[src/rtl/pipe_normalizer.sv]
// Two-stage floating-point post-add normaliser: leading-one detect, then
// shift, round (truncate or RNE), exponent adjust and status flags.
module pipe_normalizer #(
    parameter int MANTISSA_N = 25,
    parameter int EXP_N      = 8,
    parameter int EXT_N      = 3
) (
    input  logic                  i_clk,
    input  logic                  i_srst,
    input  logic                  i_in_valid,
    output logic                  o_in_ready,
    input  logic [MANTISSA_N-1:0] i_mantissa,
    input  logic [EXT_N-1:0]      i_ext,
    input  logic [EXP_N-1:0]      i_exp,
    input  logic                  i_round_mode,
    output logic                  o_out_valid,
    input  logic                  i_out_ready,
    output logic [MANTISSA_N-1:0] o_normed_mantissa,
    output logic [EXP_N-1:0]      o_normed_exp,
    output logic                  o_zero,
    output logic                  o_overflow,
    output logic                  o_underflow
);

    localparam int W_N   = MANTISSA_N + EXT_N;
    localparam int IDX_N = $clog2(W_N);
    localparam int SE_N  = EXP_N + 2;

    localparam logic [SE_N-1:0]       EXP_MAX    = SE_N'((2 ** EXP_N) - 1);
    localparam logic [SE_N-1:0]       EXP_ONE    = SE_N'(1);
    localparam logic [MANTISSA_N-1:0] HIDDEN_ONE = MANTISSA_N'(1) << (MANTISSA_N - 2);
    localparam logic [IDX_N-1:0]      HIDDEN_POS = IDX_N'(W_N - 2);

    // Handshake
    logic w_load1;
    logic w_load2;
    logic w_accept;
    logic r1_valid;
    logic r2_valid;

    assign w_load2    = ~r2_valid | i_out_ready;
    assign w_load1    = ~r1_valid | w_load2;
    assign w_accept   = i_in_valid & w_load1;
    assign o_in_ready = w_load1;
    assign o_out_valid = r2_valid;

    // Stage 1: leading-one detection on the extended word
    logic [W_N-1:0]   w_word;
    logic [IDX_N-1:0] w_lead_idx;
    logic             w_word_zero;

    assign w_word      = {i_mantissa, i_ext};
    assign w_word_zero = ~|w_word;

    always_comb begin
        w_lead_idx = '0;
        for (int i = 0; i < W_N; i++) begin
            if (w_word[i]) begin
                w_lead_idx = IDX_N'(i);
            end
        end
    end

    logic [W_N-1:0]   r1_word;
    logic [EXP_N-1:0] r1_exp;
    logic             r1_round_mode;
    logic [IDX_N-1:0] r1_lead_idx;
    logic             r1_zero;

    always_ff @(posedge i_clk) begin
        if (i_srst) begin
            r1_valid <= 1'b0;
        end else if (w_load1) begin
            r1_valid <= i_in_valid;
        end
    end

    always_ff @(posedge i_clk) begin
        if (w_accept) begin
            r1_word       <= w_word;
            r1_exp        <= i_exp;
            r1_round_mode <= i_round_mode;
            r1_lead_idx   <= w_lead_idx;
            r1_zero       <= w_word_zero;
        end
    end

    // Stage 2: alignment of the hidden bit to MANTISSA_N-2 of the mantissa field
    logic [IDX_N-1:0]      w_lshift;
    logic [W_N-1:0]        w_shifted;
    logic [SE_N-1:0]       w_exp_base;
    logic [SE_N-1:0]       w_exp_shift;

    assign w_lshift   = HIDDEN_POS - r1_lead_idx;
    assign w_exp_base = {2'b00, r1_exp};

    always_comb begin
        if (r1_word[W_N-1]) begin
            // Carry-out: drop one bit but keep it visible as sticky
            w_shifted   = {1'b0, r1_word[W_N-1:2], r1_word[1] | r1_word[0]};
            w_exp_shift = w_exp_base + EXP_ONE;
        end else begin
            w_shifted   = r1_word << w_lshift;
            w_exp_shift = w_exp_base - SE_N'(w_lshift);
        end
    end

    logic [MANTISSA_N-1:0] w_mant;
    logic                  w_guard;
    logic                  w_rs;
    logic                  w_inc;
    logic [MANTISSA_N-1:0] w_mant_rnd;
    logic [MANTISSA_N-1:0] w_mant_fin;
    logic [SE_N-1:0]       w_exp_fin;

    assign w_mant     = w_shifted[W_N-1:EXT_N];
    assign w_guard    = w_shifted[EXT_N-1];
    assign w_rs       = |w_shifted[EXT_N-2:0];
    assign w_inc      = r1_round_mode & w_guard & (w_rs | w_mant[0]);
    assign w_mant_rnd = w_mant + MANTISSA_N'(w_inc);

    // A rounding carry leaves only the MSB set, so the renormalising shift loses nothing
    always_comb begin
        if (w_mant_rnd[MANTISSA_N-1]) begin
            w_mant_fin = w_mant_rnd >> 1;
            w_exp_fin  = w_exp_shift + EXP_ONE;
        end else begin
            w_mant_fin = w_mant_rnd;
            w_exp_fin  = w_exp_shift;
        end
    end

    logic w_overflow;
    logic w_underflow;

    assign w_overflow  = ~r1_zero & ($signed(w_exp_fin) >= $signed(EXP_MAX));
    assign w_underflow = ~r1_zero & ($signed(w_exp_fin) <  $signed(EXP_ONE));

    always_ff @(posedge i_clk) begin
        if (i_srst) begin
            r2_valid          <= 1'b0;
            o_normed_mantissa <= '0;
            o_normed_exp      <= '0;
            o_zero            <= 1'b0;
            o_overflow        <= 1'b0;
            o_underflow       <= 1'b0;
        end else if (w_load2) begin
            r2_valid <= r1_valid;
            if (r1_valid) begin
                o_zero      <= r1_zero;
                o_overflow  <= w_overflow;
                o_underflow <= w_underflow;
                if (r1_zero || w_underflow) begin
                    o_normed_mantissa <= '0;
                    o_normed_exp      <= '0;
                end else if (w_overflow) begin
                    o_normed_mantissa <= HIDDEN_ONE;
                    o_normed_exp      <= '1;
                end else begin
                    o_normed_mantissa <= w_mant_fin;
                    o_normed_exp      <= w_exp_fin[EXP_N-1:0];
                end
            end
        end
    end

endmodule
[config.mk]
export PLATFORM = sky130hd
export DESIGN_NAME = pipe_normalizer
export DESIGN_NICKNAME = d
export VERILOG_FILES = /design/src/rtl/pipe_normalizer.sv
export SDC_FILE = /design/constraint.sdc
export NUM_CORES = 1
export LEC_CHECK = 0
export ABC_AREA = 1
export CORE_MARGIN = 10
export CORE_UTILIZATION = 30
export CTS_BUF_LIST = sky130_fd_sc_hd__clkbuf_8
export DETAILED_ROUTE_END_ITERATION = 10
export MAX_ROUTING_LAYER = met4
export REMOVE_ABC_BUFFERS = 1
export SKIP_CTS_REPAIR_TIMING = 1
export SLEW_MARGIN = 25
export SYNTH_ARGS = -nofsm -noshare
export SYNTH_HDL_FRONTEND = slang
export SYNTH_SLANG_ARGS = --single-unit
[constraint.sdc]
create_clock -name i_clk -period 9.82 [get_ports i_clk]
set_clock_uncertainty 0.1 [all_clocks]
set_input_delay 2.946 -clock i_clk [delete_from_list [all_inputs] [get_ports i_clk]]
set_output_delay 2.946 -clock i_clk [all_outputs]
set_load 0.1 [all_outputs]
* Yosys cells after proc, flatten, opt, wreduce, memory -nomap -nowiden *
Index checks and enable logic that the tools add are counted.

storage, ports and cells
  logic and storage cells = 77
  output and inout port bits = 38
  register bits after elaboration = 81

operators by class
  reductions and logical operators = 8
  $add $sub $neg = 5
  multiplexer cells = 34
  bitwise logic cells = 12
  shift operators = 1
  order comparisons = 2

operators by type and width
  kind                     number
  $mux W5                  13
  $mux W25                 2
  $mux W4                  8
  $mux W28                 1
  $reduce_or A28 Y1        1
  $shl A28 B5 Y28          1
  $add A25 B1 Y25          1
  $mux W24                 1
  $mux W10                 2
  $mux W8                  2
  $reduce_or A12 Y1        1
  $add A10 B1 Y10 const B  1
  $ge A10 B9 Y1 const B    1
  $lt A10 B2 Y1 const B    1
  $add A8 B1 Y9 const B    1
  $sub A8 B5 Y9            1
  $mux W2                  3
  $and A1 B1 Y1            5
  $sub A5 B5 Y5 const A    1
  $or A1 B1 Y1             4
  $reduce_or A2 Y1         2
  $reduce_or A4 Y1         1
  $not A1 Y1               3
  $mux W1                  2
  other kinds (3)          3

* Logic depth before layout (Yosys ltp) *
Gate-level depths: netlist of run 1.

  word-level depth = 26
  gate-level depth with buffers = 31
  mapped depth without buffers = 30

* Worst setup path before layout of run 1 *
No wires, ideal clock.

  path kind = input to output
  start point = in i_out_ready
  end point = out o_in_ready
  data arrival time = 3.754 ns
  slack = 3.020 ns
  stages = 2
  cell sequence = inv_1 nand3_1

between the ends
  cells in the longest elaborated chain, start to end = 2

RTL lines
  item             line  text
  start, declared  17    input logic i_out_ready,
  $or A1 B1 Y1     41    assign w_load2 = ~r2_valid | i_out_ready;
  $or A1 B1 Y1     42    assign w_load1 = ~r1_valid | w_load2;
  end, declared    11    output logic o_in_ready,

Every way passes these cells.

* Worst setup path after layout of run 1 *
Ends and elaborated chain as after synthesis.

==> impl_metrics.ini, run 1 <==
[run_status]
status = completed

[yosys]
syn_inst = 1058
ys.flop_type = edfxtp_1
synth_edf_count = 43
avgSynthCellArea_um2 = 6.46
synth_warnings = 0
yosysUniqueCellTypes = 50
ys_ff_latch = 80
synth_area_um2 = 6840
ys_seq_area_frac = 0.297
netlist.area_leader.share = 0.190
netlist_top_cells_area = nand2_1, edfxtp_1, nand3_1
async_flop_share = 0
synth_largest_area_cell = nand2_1

[timing]
setup_viol = 0
finalCritPeriodShare = 0.788
grt_setup_unrepaired = false
postLayoutSetupSlackWorst_ns = 2.09
max_freq_mhz = 129
holdWs_ns = 0.367
maxSlewViolCount = 0
slew_headroom = 0.340
fin_crit_ns = 7.73
max_slew.worst_pin.slew_ns = 0.986
hold_violations = 0
setup_tns_ns = 0

[setup_path]
crit_family = buffers and inverters
startpoint_type = input port
critPathMaxFanout = 3
criticalPathCategory = in2out
crit_buf_inv = 3
cp-end-kind = output pin
cp_cell_sequence = clkdlybuf4s50_1 > inv_1 > nand3_1 > clkdlybuf4s50_1
cpMaxStageDelayCell = clkdlybuf4s50_1
worstReg2RegEnd = o_normed_mantissa[13]$_SDFFE_PP0P_
cp.arrival_ns = 4.69
ff2ff_setup_slack_ns = 3.96
rr_worst_depth = 23
r2r_start = r1_lead_idx[0]$_SDFFCE_PP1P_
path_common_cell = clkdlybuf4s50_1
required_ns = 6.77
max_stage_delay_ns = 1.15

[run]
max-cap-violations = 0

[floorplan]
dieArea_um2 = 29200
start_util = 0.304
rows = 55
coreArea_um2 = 22500
die_y_um = 171
dieWidth_um = 171
io_pins = 79

[min_path]
hold_path_startpoint = o_underflow$_SDFFE_PP0P_
min_path_type = reg2reg
hold_depth = 2
hold_end = o_underflow$_SDFFE_PP0P_

[layout]
layout_common_cells = nand2_1, nand3_1, nor2_1
fill_cells = 2482
diodes = 0
areaGrowthSynthToFinish_pct = 14.9
drive_gt1_frac = 0.0759
layout_commonest_cell = nand2_1
fin_nets = 1152
fin_cells = 1391

[grt]
overflow = 0
grt.total_usage = 0.133
grt_max_degree = 44
antenna_found_initial = 0
grt_pass1_wl_um = 31200
grt_pass1_vias = 6395

[power_and_ir_drop]
netSwitchingPower_uw = 403
power_per_cell_area_nw_per_um2 = 128
p_leak_uw = 0.00333
power_frac_seq = 0.385
swShare = 0.402
clockPowerShare = 0.233
p_int_uw = 599
ir_drop_v = 0.0000511
combPwrFrac = 0.383

[place]
place_congestion = 0.899
dpl.hpwl_um = 14700
dp.cells = 1376
pre_cts_ws_ns = 2.07
port_buffers = 77

[drt]
vias = 6799
drt_pass1_iterations = 5
drt_iter0_drc = 470
drtAntennaViolNets = 0
finalWirelength_um = 19000
wire_per_inst_um = 13.6
viasPerCell = 4.89
drc = 0

[clocking]
insertion_delay_ns = 0.38
cts.clk_slew.worst_paths_ns = 0.08
clockRootBuffer = clkbuf_8
htreeDepth = 3
clock_path_buffers = 2
cts_tree = done
cts_buffers = 9
numClockSinks = 80
==> sequential cells by signal, summed over array words and instances (netlist names) <==
signal / count
r1_lead_idx: 5
r1_valid: 1
r1_zero: 1
o_out_valid: 1
o_normed_mantissa: 24
o_underflow: 1
o_normed_exp: 8
o_overflow: 1
r1_round_mode: 1
r1_word: 28
r1_exp: 8
o_zero: 1
==> kinds of logic after synthesis <==
| group | synth area share |
|---|---|
| and+or+nand+nor | 0.451 |
| muxes | 0.00146 |
| buffers and inverters | 0.0964 |
| AOI/OAI and AO/OA | 0.105 |
| xor gates and xnor gates | 0.0307 |
| other | 0.000548 |
| DFF | 0.297 |
| adders and majority gates | 0.0176 |
==> power by group through the flow <==
stage / clock network (uW) / registers (uW) / logic (uW)
after detailed placement: 0 / 393 / 382
after global routing: 255 / 388 / 428
after CTS: 243 / 385 / 383
final: 233 / 386 / 383
after floorplan: 0 / 448 / 223
after global placement: 0 / 393 / 378
==> final cells by class <==
type / count / area [um2] / area share
Sequential cell: 80 / 2030 / 0.259
Multi-Input combinational cell: 841 / 4150 / 0.528
Tap cell: 285 / 357 / 0.0454
Clock buffer: 9 / 124 / 0.0158
Clock inverter: 6 / 53.8 / 0.00685
Timing Repair Buffer: 83 / 816 / 0.104
Inverter: 87 / 327 / 0.0416
==> through the flow <==
| step | total power [uW] | instance area, um2 | utilization |
|---|---|---|---|
| global route | 1070 | 7860 | 0.349 |
| CTS | 1010 | 7860 | 0.349 |
| finish | 1000 | 7860 | 0.349 |
| global placement | 772 | 7680 | 0.341 |
| floorplan | 670 | 6500 | - |
| detailed placement | 775 | 7680 | 0.341 |
==> worst max path at each step <==
stage | startpoint | endpoint | cells past startpoint
6_report | i_out_ready | o_in_ready | 4
5_1_grt | i_out_ready | o_in_ready | 4
2_1_floorplan | i_out_ready | o_in_ready | 2
3_5_place_dp | i_out_ready | o_in_ready | 4
3_3_place_gp | i_out_ready | o_in_ready | 4
4_1_cts | i_out_ready | o_in_ready | 4
==> cells in the mapped netlist, types with 13 or more instances <==
library cell and n:
nand2_1 347, nand3_1 156, nor2_1 93, inv_1 75
a21oi_1 59, edfxtp_1 43, dfxtp_1 37, o21ai_0 33
nand4_1 28, buf_2 17, nand2_2 13
==> routing by layer <==
metal | track usage | vias to the layer above | share of wire
li1 | - | 3587 | -
met3 | 0.0283 | 17 | 0.061
met2 | 0.201 | 200 | 0.42
met5 | - | - | 0
met1 | 0.180 | 2995 | 0.51
met4 | 0.0276 | 0 | 0.012
==> worst register-to-register path, stage by stage, from the launching register on <==
cell	delay (ns)
edfxtp_1	0.36
buf_4	0.25
ha_1	0.33
buf_4	0.30
inv_2	0.31
nand3_1	0.20
and2_1	0.23
nand3_4	0.10
o21ai_0	0.25
a31oi_1	0.07
nor3b_1	0.20
ha_1	0.26
ha_1	0.27
nand3_4	0.13
nor2_4	0.21
nand4_2	0.20
nand2_2	0.45
nand2_1	0.11
nand2_1	0.13
clkinv_1	0.09
nor2_1	0.10
nand4_1	0.60
nand4_1	0.39
a21oi_1	0.09
(Power assumes the default switching activity.)
==> run 2, diff against run 1 <==
==> constraint.sdc (replaced) <==
create_clock -name i_clk -period 6.6 [get_ports i_clk]
set_clock_uncertainty 0.1 [all_clocks]
set_input_delay 1.98 -clock i_clk [delete_from_list [all_inputs] [get_ports i_clk]]
set_output_delay 1.98 -clock i_clk [all_outputs]
set_load 0.1 [all_outputs]
==> run 2 against run 1 <==
Critical path type is now reg2reg. Via count rose by 1.2%. Sequential power increased by 49%. Routed wire length increased by 2.5%. Largest cell class unchanged.
==> impl_metrics.ini, run 2 (synthesized netlist as in run 1, its figures left out) <==
[setup_path]
cpMaxStageDelayCell = nand4_1
crit_family = simple AND/OR/NAND/NOR gates
criticalPathCategory = reg2reg
max_stage_delay_ns = 0.69
cp_cell_sequence = buf_4 > ha_1 > inv_1 > nand2_4 > nand2_4 > inv_2 > nor2_1 > nand2_2 > nand3_1 > a31oi_1 > nor3b_1 > ha_1 > ha_1 > nand3_4 > nor2_4 > nand3_2 > nand2_2 > nand2_2 > o21ai_2 > nand2_1 > nor2_1 > nand4_1 > nand4_1 > a21oi_1
startpoint_type = flop
cp-end-kind = flop
critPathMaxFanout = 37
crit_buf_inv = 3
ff2ff_setup_slack_ns = 0.98
cp.arrival_ns = 5.76
required_ns = 6.75

[drt]
drt_iter0_drc = 557
drtAntennaViolNets = 0
finalWirelength_um = 19400
wire_per_inst_um = 13.9
viasPerCell = 4.93
drt_pass1_iterations = 5
drc = 0
vias = 6878

[timing]
max_freq_mhz = 178
setup_tns_ns = 0
fin_crit_ns = 5.62
finalCritPeriodShare = 0.851
postLayoutSetupSlackWorst_ns = 0.984
hold_violations = 0
grt_setup_unrepaired = false
maxSlewViolCount = 0
setup_viol = 0
slew_headroom = 0.330
holdWs_ns = 0.367
max_slew.worst_pin.slew_ns = 1.00

[layout]
layout_commonest_cell = nand2_1
diodes = 0
fill_cells = 2440
areaGrowthSynthToFinish_pct = 15.8
drive_gt1_frac = 0.0819
largest-register = r1_word
fin_nets = 1156
largest_reg_flops = 28
post-route-util = 0.352
layout_common_cells = nand2_1, nand3_1, nor2_1
reg_top3 = r1_word: 28 flops, o_normed_mantissa: 24 flops

[floorplan]
coreArea_um2 = 22500
dieArea_um2 = 29200
dieWidth_um = 171
die_y_um = 171
io_pins = 79
rows = 55
start_util = 0.304

[clocking]
cts.clk_slew.worst_paths_ns = 0.08
clock_path_buffers = 2
numClockSinks = 80
insertion_delay_ns = 0.38
cts_tree = done
cts_buffers = 9
clockRootBuffer = clkbuf_8
htreeDepth = 3

[power_and_ir_drop]
p_leak_uw = 0.00336
ir_drop_v = 0.0000753
power_per_cell_area_nw_per_um2 = 196

[grt]
grt.total_usage = 0.137
antenna_found_initial = 0
overflow = 0
grt_pass1_vias = 6487
grt_pass1_wl_um = 31900
grt_max_degree = 44

[place]
place_congestion = 0.934
pre_cts_ws_ns = 1.00
dpl.hpwl_um = 15000
port_buffers = 77

[run_status]
status = completed

[run]
max-cap-violations = 0

[min_path]
min_path_type = reg2reg
## run 2: changes by cell type in the layout (fill, tap and decap cells not counted)
cell             before  now
inv_1                77   76
clkinvlp_4            1    2
clkdlybuf4s50_1      77   76
bufinv_16             1    2
buf_4                 6   11
## run 2: through the flow
| stage | instances | total power [uW] | area [um2] |
|---|---|---|---|
| final | 1396 | 1550 | 7920 |
| after detailed placement | 1380 | 1160 | 7700 |
| after floorplan | 1008 | 998 | 6500 |
| after global routing | 1396 | 1650 | 7920 |
| after CTS | 1396 | 1560 | 7920 |
| after global placement | 1380 | 1160 | 7700 |
## run 2: cell type report
cell class	count	area (um2)	area share
well taps	285	357	0.0450
multi-input cells	841	4150	0.524
inverters	87	327	0.0413
clock buffers	9	124	0.0156
clock inverters	7	87.6	0.0111
flip-flops and latches	80	2030	0.257
repair buffers	87	843	0.107
## run 2: final timing paths
kind / cells after the start / startpoint / endpoint
max: 24 / r1_lead_idx[0]$_SDFFCE_PP1P_ / o_normed_mantissa[21]$_SDFFE_PP0P_
min: 2 / o_normed_mantissa[19]$_SDFFE_PP0P_ / o_normed_mantissa[19]$_SDFFE_PP0P_
min reg2reg: 2 / o_normed_mantissa[19]$_SDFFE_PP0P_ / o_normed_mantissa[19]$_SDFFE_PP0P_
max reg2reg: 24 / r1_lead_idx[0]$_SDFFCE_PP1P_ / o_normed_mantissa[21]$_SDFFE_PP0P_
## run 2: power by group
group / internal (uW) / switching, uW / total [uW]
clock network: 210 / 187 / 397
logic: 173 / 405 / 578
registers: 554 / 20.3 / 574
## run 2: layer usage
metal	global-route usage	wire, um	up-vias
met5	-	0	-
met4	0.0526	537	0
met3	0.0293	1250	36
met2	0.196	7990	220
met1	0.184	9670	3035
li1	-	-	3587
## run 2: worst reg2reg max path: cells and delay by family (launching register included)
family          cells  cell delay [ns]
flops               1             0.36
buf+inv             3             0.63
fa+ha+maj           3             0.77
simple gates       15             3.20
compound gates      3             0.45
==> run 3, diff against run 2 <==
--- a/config.mk
+++ b/config.mk
@@ -11,6 +11,7 @@
 export CTS_BUF_LIST = sky130_fd_sc_hd__clkbuf_8
 export DETAILED_ROUTE_END_ITERATION = 10
 export MAX_ROUTING_LAYER = met4
+export PLACE_DENSITY = 0.57
 export REMOVE_ABC_BUFFERS = 1
 export SKIP_CTS_REPAIR_TIMING = 1
 export SLEW_MARGIN = 25
==> run 3 against run 2 <==
Sequential power barely moved. Non-clock buffer count stayed put. Critical path type unchanged. Critical path depth decreased by 2. Largest power group unchanged. Utilization shrank 0.11 points.
==> impl_metrics.ini, run 3 (synthesized netlist as in run 1, its figures left out) <==
[timing]
slew_headroom = 0.335
setup_tns_ns = 0
maxSlewViolCount = 0
max_freq_mhz = 184
grt_setup_unrepaired = false
fin_crit_ns = 5.42
max_slew.worst_pin.slew_ns = 0.994
holdWs_ns = 0.366
finalCritPeriodShare = 0.821
hold_violations = 0
setup_viol = 0

[clocking]
htreeDepth = 3
cts_buffers = 9
numClockSinks = 80
insertion_delay_ns = 0.38
cts_tree = done
cts.clk_slew.worst_paths_ns = 0.08
clock_path_buffers = 2
clockRootBuffer = clkbuf_8

[power_and_ir_drop]
power_per_cell_area_nw_per_um2 = 191
power.total_uw = 1510
ir_drop_v = 0.0000997
p_leak_uw = 0.00334

[grt]
grt.total_usage = 0.140
overflow = 0
grt_max_degree = 44
antenna_found_initial = 0
grt_pass1_vias = 6425
grt_pass1_wl_um = 32500

[layout]
fin_nets = 1156
drive_gt1_frac = 0.0810
areaGrowthSynthToFinish_pct = 15.4
layout_common_cells = nand2_1, nand3_1, nor2_1
reg_top3 = r1_word: 28 flops, o_normed_mantissa: 24 flops
largest-register = r1_word
diodes = 0
layout_commonest_cell = nand2_1
largest_reg_flops = 28

[place]
place_congestion = 0.936
port_buffers = 77
dpl.hpwl_um = 15400

[floorplan]
start_util = 0.304
dieWidth_um = 171
io_pins = 79
die_y_um = 171
rows = 55
coreArea_um2 = 22500
dieArea_um2 = 29200

[setup_path]
ff2ff_setup_slack_ns = 1.18
criticalPathCategory = reg2reg
required_ns = 6.75
rr_worst_depth = 22
r2r_start = r1_lead_idx[0]$_SDFFCE_PP1P_
cp-end-kind = flop
cp.arrival_ns = 5.57
worstReg2RegEnd = o_normed_mantissa[21]$_SDFFE_PP0P_
startpoint_type = flop
critPathMaxFanout = 31

[min_path]
min_path_type = reg2reg
hold_path_startpoint = o_normed_mantissa[11]$_SDFFE_PP0P_
hold_depth = 2
hold_end = o_normed_mantissa[11]$_SDFFE_PP0P_

[drt]
finalWirelength_um = 19700
wire_per_inst_um = 14.1
viasPerCell = 4.87
vias = 6792
drt_iter0_drc = 558
drt_pass1_iterations = 5
drc = 0
drtAntennaViolNets = 0

[run_status]
status = completed

[run]
max-cap-violations = 0
[run 3: worst max-delay path by stage]
stage                                       startpoint                            endpoint  cells past startpoint  slack [ns]
after floorplan           r1_lead_idx[0]$_SDFFCE_PP1P_   o_normed_mantissa[0]$_SDFFE_PP0P_                     23        1.23
after global placement    r1_lead_idx[1]$_SDFFCE_PP1P_  o_normed_mantissa[21]$_SDFFE_PP0P_                     23        1.34
after detailed placement  r1_lead_idx[1]$_SDFFCE_PP1P_  o_normed_mantissa[21]$_SDFFE_PP0P_                     23        1.24
after CTS                 r1_lead_idx[0]$_SDFFCE_PP1P_  o_normed_mantissa[21]$_SDFFE_PP0P_                     22        1.22
after global routing      r1_lead_idx[0]$_SDFFCE_PP1P_  o_normed_mantissa[21]$_SDFFE_PP0P_                     22        0.55
final                     r1_lead_idx[0]$_SDFFCE_PP1P_  o_normed_mantissa[21]$_SDFFE_PP0P_                     22        1.18
[run 3: critical path: stages, from the launching register on]
cell and delay [ns]:
edfxtp_1 0.41, buf_4 0.27, inv_2 0.39, nand2_1 0.13
nand3_1 0.11, and2_1 0.22, nand3_4 0.09, o21ai_0 0.26
a31oi_1 0.07, nor3b_1 0.20, ha_1 0.24, ha_1 0.26
nand3_4 0.12, nor2_4 0.22, nand4_2 0.19, nand2_2 0.42
nand2_1 0.10, nand2_1 0.13, clkinv_1 0.09, nor2_1 0.10
nand4_1 0.68, nand4_1 0.38, a21oi_1 0.09
[run 3: final cells by class]
type,instances,area (um2)
Clock buffer,9,124
Clock inverter,7,63.8
Fill cell,2487,14600
Inverter,87,327
Multi-Input combinational cell,841,4150
Sequential cell,80,2030
Tap cell,285,357
Timing Repair Buffer,87,843
[run 3: through the flow]
step                utilization  std cells  cell area, um2  worst slack, ns
finish                    0.351       1396            7890             1.18
global route              0.351       1396            7890            0.545
CTS                       0.351       1396            7890             1.22
detailed placement        0.342       1380            7700             1.24
global placement          0.342       1380            7700             1.34
floorplan                     -       1008            6500             1.23
[run 3: metal layers]
metal | vias up | GRT usage | routed length (um)
li1 | 3582 | - | -
met1 | 2991 | 0.186 | 9740
met2 | 192 | 0.208 | 8420
met3 | 27 | 0.0290 | 1120
met4 | 0 | 0.0416 | 432
met5 | - | - | 0
[run 3: where the power goes]
group,switching [uW],internal [uW]
clock,188,171
combinational,405,173
sequential,20.2,554
